==> src/rtl/wb_round_robin_arbiter.sv <==
// Round-robin share of one pipelined Wishbone target; the grant is held for a whole cyc.
// Latency: grant one cycle after cyc is sampled, owner<->target path combinational.
// Backpressure: owner sees t_stall_i, non-owners stalled. Optional WB_ARB_TIMEOUT_EN aborts on silence.
module wb_round_robin_arbiter #(
  parameter int NUM_CONTROLLERS = 2,
  parameter int ADDR_WIDTH      = 32,
  parameter int DATA_WIDTH      = 32,
  parameter int TIMEOUT_CYCLES  = 1024
) (
  input  logic                                  clk_i,
  input  logic                                  rst_ni,
  input  logic [NUM_CONTROLLERS-1:0]            c_cyc_i,
  input  logic [NUM_CONTROLLERS-1:0]            c_stb_i,
  input  logic [NUM_CONTROLLERS-1:0]            c_we_i,
  input  logic [NUM_CONTROLLERS*ADDR_WIDTH-1:0] c_adr_i,
  input  logic [NUM_CONTROLLERS*DATA_WIDTH-1:0] c_dat_i,
  output logic [DATA_WIDTH-1:0]                 c_dat_o,
  output logic [NUM_CONTROLLERS-1:0]            c_ack_o,
  output logic [NUM_CONTROLLERS-1:0]            c_err_o,
  output logic [NUM_CONTROLLERS-1:0]            c_rty_o,
  output logic [NUM_CONTROLLERS-1:0]            c_stall_o,
  output logic                                  t_cyc_o,
  output logic                                  t_stb_o,
  output logic                                  t_we_o,
  output logic [ADDR_WIDTH-1:0]                 t_adr_o,
  output logic [DATA_WIDTH-1:0]                 t_dat_o,
  input  logic [DATA_WIDTH-1:0]                 t_dat_i,
  input  logic                                  t_ack_i,
  input  logic                                  t_err_i,
  input  logic                                  t_rty_i,
  input  logic                                  t_stall_i,
  output logic [NUM_CONTROLLERS-1:0]            grant_o
);

  localparam int PW = $clog2(NUM_CONTROLLERS);

  if (NUM_CONTROLLERS < 2 || NUM_CONTROLLERS > 8 || TIMEOUT_CYCLES < 1) begin : g_bad_param
    $error("wb_round_robin_arbiter: unsupported parameter value");
  end

`ifdef WB_ARB_TIMEOUT_EN
  typedef enum logic [1:0] {IDLE, OWNED, ABORT} state_e;
  localparam int TW = $clog2(TIMEOUT_CYCLES + 1);
  localparam logic [TW-1:0] TMO_MAX = TW'(TIMEOUT_CYCLES);
  logic [TW-1:0] tmo_q;
  logic          tmo_hit;
`else
  typedef enum logic [1:0] {IDLE, OWNED} state_e;
`endif

  state_e                     state_q;
  logic [NUM_CONTROLLERS-1:0] grant_q;
  logic [PW-1:0]              own_q;
  logic [PW-1:0]              ptr_q;
  logic [PW-1:0]              ptr_next;
  logic [PW-1:0]              cand;
  logic [PW-1:0]              pick_idx;
  logic                       pick_vld;
  logic                       owned;
  logic                       own_cyc;

  logic [ADDR_WIDTH-1:0] adr_a [NUM_CONTROLLERS];
  logic [DATA_WIDTH-1:0] dat_a [NUM_CONTROLLERS];

  for (genvar i = 0; i < NUM_CONTROLLERS; i++) begin : g_unpack
    assign adr_a[i] = c_adr_i[i*ADDR_WIDTH +: ADDR_WIDTH];
    assign dat_a[i] = c_dat_i[i*DATA_WIDTH +: DATA_WIDTH];
  end

  assign owned    = (state_q == OWNED);
  assign own_cyc  = c_cyc_i[own_q];
  assign ptr_next = (own_q == PW'(NUM_CONTROLLERS - 1)) ? '0 : own_q + PW'(1);
  assign grant_o  = grant_q;
  assign c_dat_o  = t_dat_i;

  // First requester at or after the pointer, wrapping; no fixed index priority.
  always_comb begin
    pick_vld = 1'b0;
    pick_idx = '0;
    cand     = '0;
    for (int i = 0; i < NUM_CONTROLLERS; i++) begin
      if (int'(ptr_q) + i >= NUM_CONTROLLERS) cand = PW'(int'(ptr_q) + i - NUM_CONTROLLERS);
      else                                    cand = PW'(int'(ptr_q) + i);
      if (!pick_vld && c_cyc_i[cand]) begin
        pick_vld = 1'b1;
        pick_idx = cand;
      end
    end
  end

`ifdef WB_ARB_TIMEOUT_EN
  assign tmo_hit = owned && (tmo_q == TMO_MAX);
`endif

  always_comb begin
    t_cyc_o   = owned & own_cyc;
    t_stb_o   = owned & c_stb_i[own_q];
    t_we_o    = owned & c_we_i[own_q];
    t_adr_o   = owned ? adr_a[own_q] : '0;
    t_dat_o   = owned ? dat_a[own_q] : '0;
    c_stall_o = '1;
    c_ack_o   = '0;
    c_err_o   = '0;
    c_rty_o   = '0;
    if (owned) begin
      c_stall_o[own_q] = t_stall_i;
      c_ack_o[own_q]   = t_ack_i & own_cyc;
      c_err_o[own_q]   = t_err_i & own_cyc;
      c_rty_o[own_q]   = t_rty_i & own_cyc;
`ifdef WB_ARB_TIMEOUT_EN
      if (tmo_hit) c_err_o[own_q] = own_cyc;
`endif
    end
  end

  always_ff @(posedge clk_i or negedge rst_ni) begin
    if (!rst_ni) begin
      state_q <= IDLE;
      grant_q <= '0;
      own_q   <= '0;
      ptr_q   <= '0;
`ifdef WB_ARB_TIMEOUT_EN
      tmo_q   <= '0;
`endif
    end else begin
      case (state_q)
        IDLE: begin
          if (pick_vld) begin
            state_q <= OWNED;
            own_q   <= pick_idx;
            grant_q <= NUM_CONTROLLERS'(1) << pick_idx;
`ifdef WB_ARB_TIMEOUT_EN
            tmo_q   <= '0;
`endif
          end
        end
        OWNED: begin
          if (!own_cyc) begin
            state_q <= IDLE;
            grant_q <= '0;
            ptr_q   <= ptr_next;
          end
`ifdef WB_ARB_TIMEOUT_EN
          else if (tmo_hit)                       state_q <= ABORT;
          else if (t_ack_i || t_err_i || t_rty_i) tmo_q   <= '0;
          else                                    tmo_q   <= tmo_q + TW'(1);
`endif
        end
`ifdef WB_ARB_TIMEOUT_EN
        ABORT: begin
          if (!own_cyc) begin
            state_q <= IDLE;
            grant_q <= '0;
            ptr_q   <= ptr_next;
          end
        end
`endif
        default: begin
          state_q <= IDLE;
          grant_q <= '0;
        end
      endcase
    end
  end

endmodule

==> config.mk <==
export PLATFORM = sky130hd
export DESIGN_NAME = wb_round_robin_arbiter
export DESIGN_NICKNAME = d
export VERILOG_FILES = /design/src/rtl/wb_round_robin_arbiter.sv
export SDC_FILE = /design/constraint.sdc
export NUM_CORES = 1
export LEC_CHECK = 0
export ABC_AREA = 1
export BUFFER_PORTS_ARGS = -buffer_cell sky130_fd_sc_hd__clkbuf_2
export CORE_AREA = 5 5 107 109
export DETAILED_ROUTE_END_ITERATION = 12
export DIE_AREA = 0 0 112 114
export GPL_TIMING_DRIVEN = 0
export HOLD_SLACK_MARGIN = 0.12
export PLACE_DENSITY_LB_ADDON = 0.3
export SYNTH_ARGS = -nofsm -noshare
export SYNTH_HDL_FRONTEND = slang
export SYNTH_SLANG_ARGS = --single-unit
==> constraint.sdc <==
create_clock -name clk_i -period 2.2 [get_ports clk_i]
set_input_delay 0.22 -clock clk_i [delete_from_list [all_inputs] [get_ports clk_i]]
set_output_delay 0.22 -clock clk_i [all_outputs]
set_load 0.05 [all_outputs]
# Yosys cells after proc, flatten, opt, wreduce, memory -nomap -nowiden
# Cells that the tools add are included.
[op_classes]
n_addsub = 4
magnitude_cmp = 7
n_eq_ne = 3
shift = 1
mux = 36
bitwise = 13
n_reduce_logical = 7
[op_table]
columns = ["op", "n"]
rows = [
  ["32-bit 2-to-1 mux", 8],
  ["1-bit 2-to-1 mux", 18],
  ["2-bit 2-to-1 mux", 7],
  ["2-bit case mux with 2 select lines", 2],
  ["1-bit AND", 6],
  ["2-bit AND", 3],
  ["1-bit by 2-bit less-than comparator with 1-bit output (second input constant)", 3],
  ["2-bit AND reduction", 3],
  ["2-bit >= comparator (second input constant)", 2],
  ["2-bit != test (second input constant)", 2],
  ["1-bit by 1-bit adder with 2-bit output (second input constant)", 1],
  ["2-bit by 1-bit equality test with 1-bit output (second input constant)", 1],
  ["1-bit by 2-bit >= comparator with 1-bit output (second input constant)", 1],
  ["1-bit logical AND", 2],
  ["2-bit logical NOT", 1],
  ["1-bit inverter with 2-bit output", 1],
  ["2-bit inverter", 1],
  ["2-bit bitwise OR", 1],
  ["1-bit by 1-bit << shifter with 2-bit output (first input constant)", 1],
  ["1-bit subtractor (second input constant)", 2],
  ["1-bit adder (second input constant)", 1],
  ["1-bit demux with 1-bit select", 1],
  ["1-bit >= comparator (second input constant)", 1],
  ["1-bit logical NOT", 1],
  ["1-bit inverter", 1],
]
[word_totals]
reg_bits = 6
output_inout_bits = 109

# Depth between registers and ports, before layout
[depth]
ltp_word = 11
mapped_depth = 7
ltp_nobuf = 5

# Worst setup path after synthesis
# OpenSTA, ideal clock, no wires.
[synth_timing]
path_type = "reg2out"
start = "register own_q"
end = "output port c_ack_o[0]"
t_arrival_ns = 1.352
path_slack_ns = 0.628
path_stages_with_launch = 6
n_path_buf = 0
cell_sequence = "dfrtp_1 inv_1 nand2_1 nand2_1 nand2_1 nor2_1"
[synth_between]
elab_chain_len = 6
elab_cells_between_ends = 10
cone_classes = "order compare: 2; mux: 5; bitwise: 2; reduce/logical: 1"
[synth_lines]
columns = ["item", "line", "source"]
rows = [
  ["from (decl)", "53", "logic [PW-1:0] own_q;"],
  ["from (signal assigned)", "130", "own_q <= pick_idx;"],
  ["1-bit by 2-bit less-than comparator with 1-bit output (not written as such) / 1-bit >= comparator (equally long branches)", "107", "c_ack_o[own_q] = t_ack_i & own_cyc;"],
  ["1-bit logical AND (not written as such)", "107", ""],
  ["1-bit 2-to-1 mux (not written as such)", "107", ""],
  ["1-bit demux with 1-bit select", "107", ""],
  ["2-bit AND (no source line) *", "n/a", ""],
  ["2-bit 2-to-1 mux *", "105", "if (owned) begin"],
  ["to (decl)", "18", "output logic [NUM_CONTROLLERS-1:0] c_ack_o,"],
]
# Every way passes the cells marked *; elsewhere a longest branch is shown, timed or not. The select of a mux whose other input is x is not followed.

# Worst setup path in the final report
[layout_timing]
start = "register own_q"
end = "output port t_dat_o[11]"
[layout_between]
elab_chain_len = 5
[layout_lines]
columns = ["item", "line", "source"]
rows = [
  ["1-bit inverter with 2-bit output (not written as such)", "100", "t_dat_o = owned ? dat_a[own_q] : '0;"],
  ["32-bit 2-to-1 mux (not written as such) (3 in series)", "100", ""],
  ["32-bit 2-to-1 mux", "100", ""],
  ["to (decl)", "26", "output logic [DATA_WIDTH-1:0] t_dat_o,"],
]
# No other way between the ends. The select of a mux whose other input is x is not followed.

==> results by group <==
Setup path
  – CP top delay family: buffers and inverters
  – Crit Reg-Reg Endpoint: grant_o[1]
  – Crit-path most repeated cell: nand2_2
  – Buf+Inv Stages, Crit Path: 5
  – Worst Setup Start Kind: register
  – Critical path's slowest cell: dfrtp_1
  – Critical path launch point: own_q
  – Setup crit end kind: primary output
  – Reg2Reg Setup Slack: 1.27 ns
  – Max incr delay on CP: roughly 0.39 ns
  – R2r startpoint: state_q[0]
  – Worst R2R Path Depth: 4
  – CP max FO: 10
  – WS Path Type: reg -> out
  – Worst Path Required: 1.98 ns
  – Critical path arrival: roughly 1.7 ns
  – CP cell instances: inv_1, nand2_2, inv_2, buf_6, buf_12, nand2_2, nand2_1, clkbuf_2

Logic synthesis
  – Post-synthesis mux area share: 0%
  – Post-synthesis simple-gate area fraction: a little over three fifths
  – #FFs+latches synth: 5
  – Synthesized area: about 1500 um2
  – Top-count cell post-synth: nand2_1
  – Synth Area in XOR/XNOR: 0%
  – Post-synth EDFFs: 0
  – Synth top area share: around 46%
  – Compound-Gate Fraction of Synth Area: 1.02%
  – Async SR Flop Fraction: 100%
  – Seq/Total Area, Yosys: 8.48%
  – Largest cells by area after synthesis: nand2_1 46%, buf_4 18%, nand2_2 13%, dfrtp_1 8.5%, buf_12 4.1%
  – Synth cell types: 12
  – Post-Synth Adder-Cell Area: 0%
  – Prevailing post-synth register cell: dfrtp_1
  – Average cell area after synthesis: 5.12 um2
  – Leading area contributor after synthesis: nand2_1
  – Synth warn: 0
  – Largest family of logic cells by synthesized area: simple AND/OR/NAND/NOR gates
  – Synthesized Nets: 460
  – Synth Instances: between 200 and 300
  – Commonest cells in the netlist: 182 x nand2_1, 35 x buf_4, 31 x nand2_2

Power and ir drop
  – Maximum VDD drop: slightly above 800 uV
  – LEAKAGE: 2.05 nW
  – Cell area power density: between 1500 and 2000 nW/um2

Floorplan
  – Core area: around 11000 um2
  – Die height: 114 um
  – Ports: 281
  – Num rows: 38
  – Die Wd: approximately 110 um
  – Total die area: 12800 um2
  – Starting density of the core: between 10 and 15%

Clock tree
  – Clock-pin slew on the worst setup and hold paths: around 0.03 ns
  – Cts repair resizes: 0
  – TritonCTS clock tree: built
  – Number of H-tree levels: 1
  – CTS buffer count: 3
  – Root Buffer: clkbuf_8
  – Clock sink total: 5
  – CTS Buffer Depth: 2
  – Worst-Skew Late Latency: 0.22 ns

Finish
  – Fin util: approximately 28%
  – Layout Nets: 714
  – # diodes: 0
  – Share of layout cells above drive strength 1: 61.0%
  – Syn-to-layout area delta: 99.7%
  – Final Non-Filler Cells: just under 700

Timing
  – Fin crit period: approximately 1.9 ns
  – RSZ-0062 raised after global routing: no
  – Fin crit share: between 80% and 90%
  – Slew margin rel.: 79.8%
  – Final hold viol count: 0
  – Fin Setup TNS: 0 ns
  – Setup violations, final: 0
  – Slew @ Worst Pin: 0.304 ns
  – Fmax: roughly 0.53 GHz
  – Final slew viol count: 0
  – Clk_skew: around 0.0012 ns
  – Final setup margin: 0.295 ns

Global routing
  – Largest net degree at the start of global routing: 11
  – Initial antenna violation count: 0
  – First-pass GRT wire length: around 12 mm
  – Vias in the first global route: 2374
  – Global route overflow: 0
  – GRT Util Overall: between 10% and 20%

Detailed routing
  – Post-Route WL: about 8 mm
  – First drt pass iteration count: 4
  – DR WL/cell: 11.4 um
  – Vias: between 2000 and 2500
  – Detail Route Antenna Nets: 0
  – Vias per cell: approximately 3.7
  – Iteration-0 DRC Markers: between 70 and 80
  – Number of remaining DRC errors: 0

Status
  – Status: complete, no violations

Place
  – Inst Count DP: between 600 and 700
  – IO buf count: 248
  – Pre-CTS WS: 0.508 ns
  – GPL Wtd Cong: around 0.88
  – DPL Wire Length: about 7 mm

Min path
  – Hold Startpoint: c_cyc_i[0]
  – Min-Delay Path Class: in -> reg
  – Hold-critical path depth: 2
  – Worst hold endpoint: ptr_q

Job
  – Number of max-cap violations: 0
## kinds of logic after synthesis
group	count (synthesis)
flip-flops	5
AO/OA/AOI/OAI	3
AND/OR/NAND/NOR	227
buffers and inverters	53
## worst register-to-register path, cell delays in order (launching register included)
cell,delay [ns]
dfrtp_1,0.42
inv_1,0.11
o21ai_0,0.12
nand3_1,0.11
nand2_1,0.05
## metrics by stage
| stage | power [mW] | hold slack (ns) | cell area, um2 |
|---|---|---|---|
| 5_1_grt | 5.44 | 0.259 | 2950 |
| 2_1_floorplan | 3.87 | -0.0756 | 1480 |
| 3_5_place_dp | 5.00 | 0.0439 | 2890 |
| 3_3_place_gp | 4.99 | 0.0462 | 2890 |
| 4_1_cts | 5.18 | 0.255 | 2950 |
| 6_report | 5.11 | 0.262 | 2950 |
## how the worst max path moves through the flow
stage,end,depth (start not counted)
2_1_floorplan,c_ack_o[0],5
3_3_place_gp,t_dat_o[11],8
3_5_place_dp,t_dat_o[11],8
4_1_cts,t_dat_o[11],8
5_1_grt,t_adr_o[26],8
6_report,t_dat_o[11],8
## power by group
group          leakage, nW  switching [mW]  internal [mW]
Clock               0.0228          0.0455          0.124
Combinational         1.96            3.67           1.09
Sequential          0.0613          0.0357          0.137
Total                 2.05            3.75           1.35
## routing by layer
| layer | global-route usage, % | routed length, um | up-vias |
|---|---|---|---|
| met1 | 12.8 | 3030 | 1035 |
| li1 | - | - | 1325 |
| met5 | 0 | 0 | - |
| met2 | 19.9 | 3940 | 134 |
| met3 | 2.55 | 774 | 4 |
| met4 | 1.68 | 34 | 0 |
## flip-flops by register name, summed over array words and instances (netlist names)
register / flops
ptr_q: 1
state_q: 1
own_q: 1
grant_o: 2
## layout by cell type (no fill, tap or decap), drive strengths merged
cell,n
buf,46
clkbuf,252
dfrtp,5
dlygate4sd3,1
inv,7
nand2,213
nand3,3
nor2,11
o21ai,3
## cell type report
| class | instances | area (um2) |
|---|---|---|
| sequential | 5 | 125 |
| clock buffer | 4 | 45.0 |
| inverter | 7 | 26.3 |
| tap | 140 | 175 |
| fill | 1217 | 7560 |
| buffer | 46 | 375 |
| multi-input combinational | 230 | 948 |
| timing repair buffer | 249 | 1250 |
## timing repair
action | CTS | global route
setup buffers | 0 | 0
hold buffers | 1 | 0
endpoints found under the hold margin | 5 | 0
Note: power is estimated with default switching activity, not from simulation.
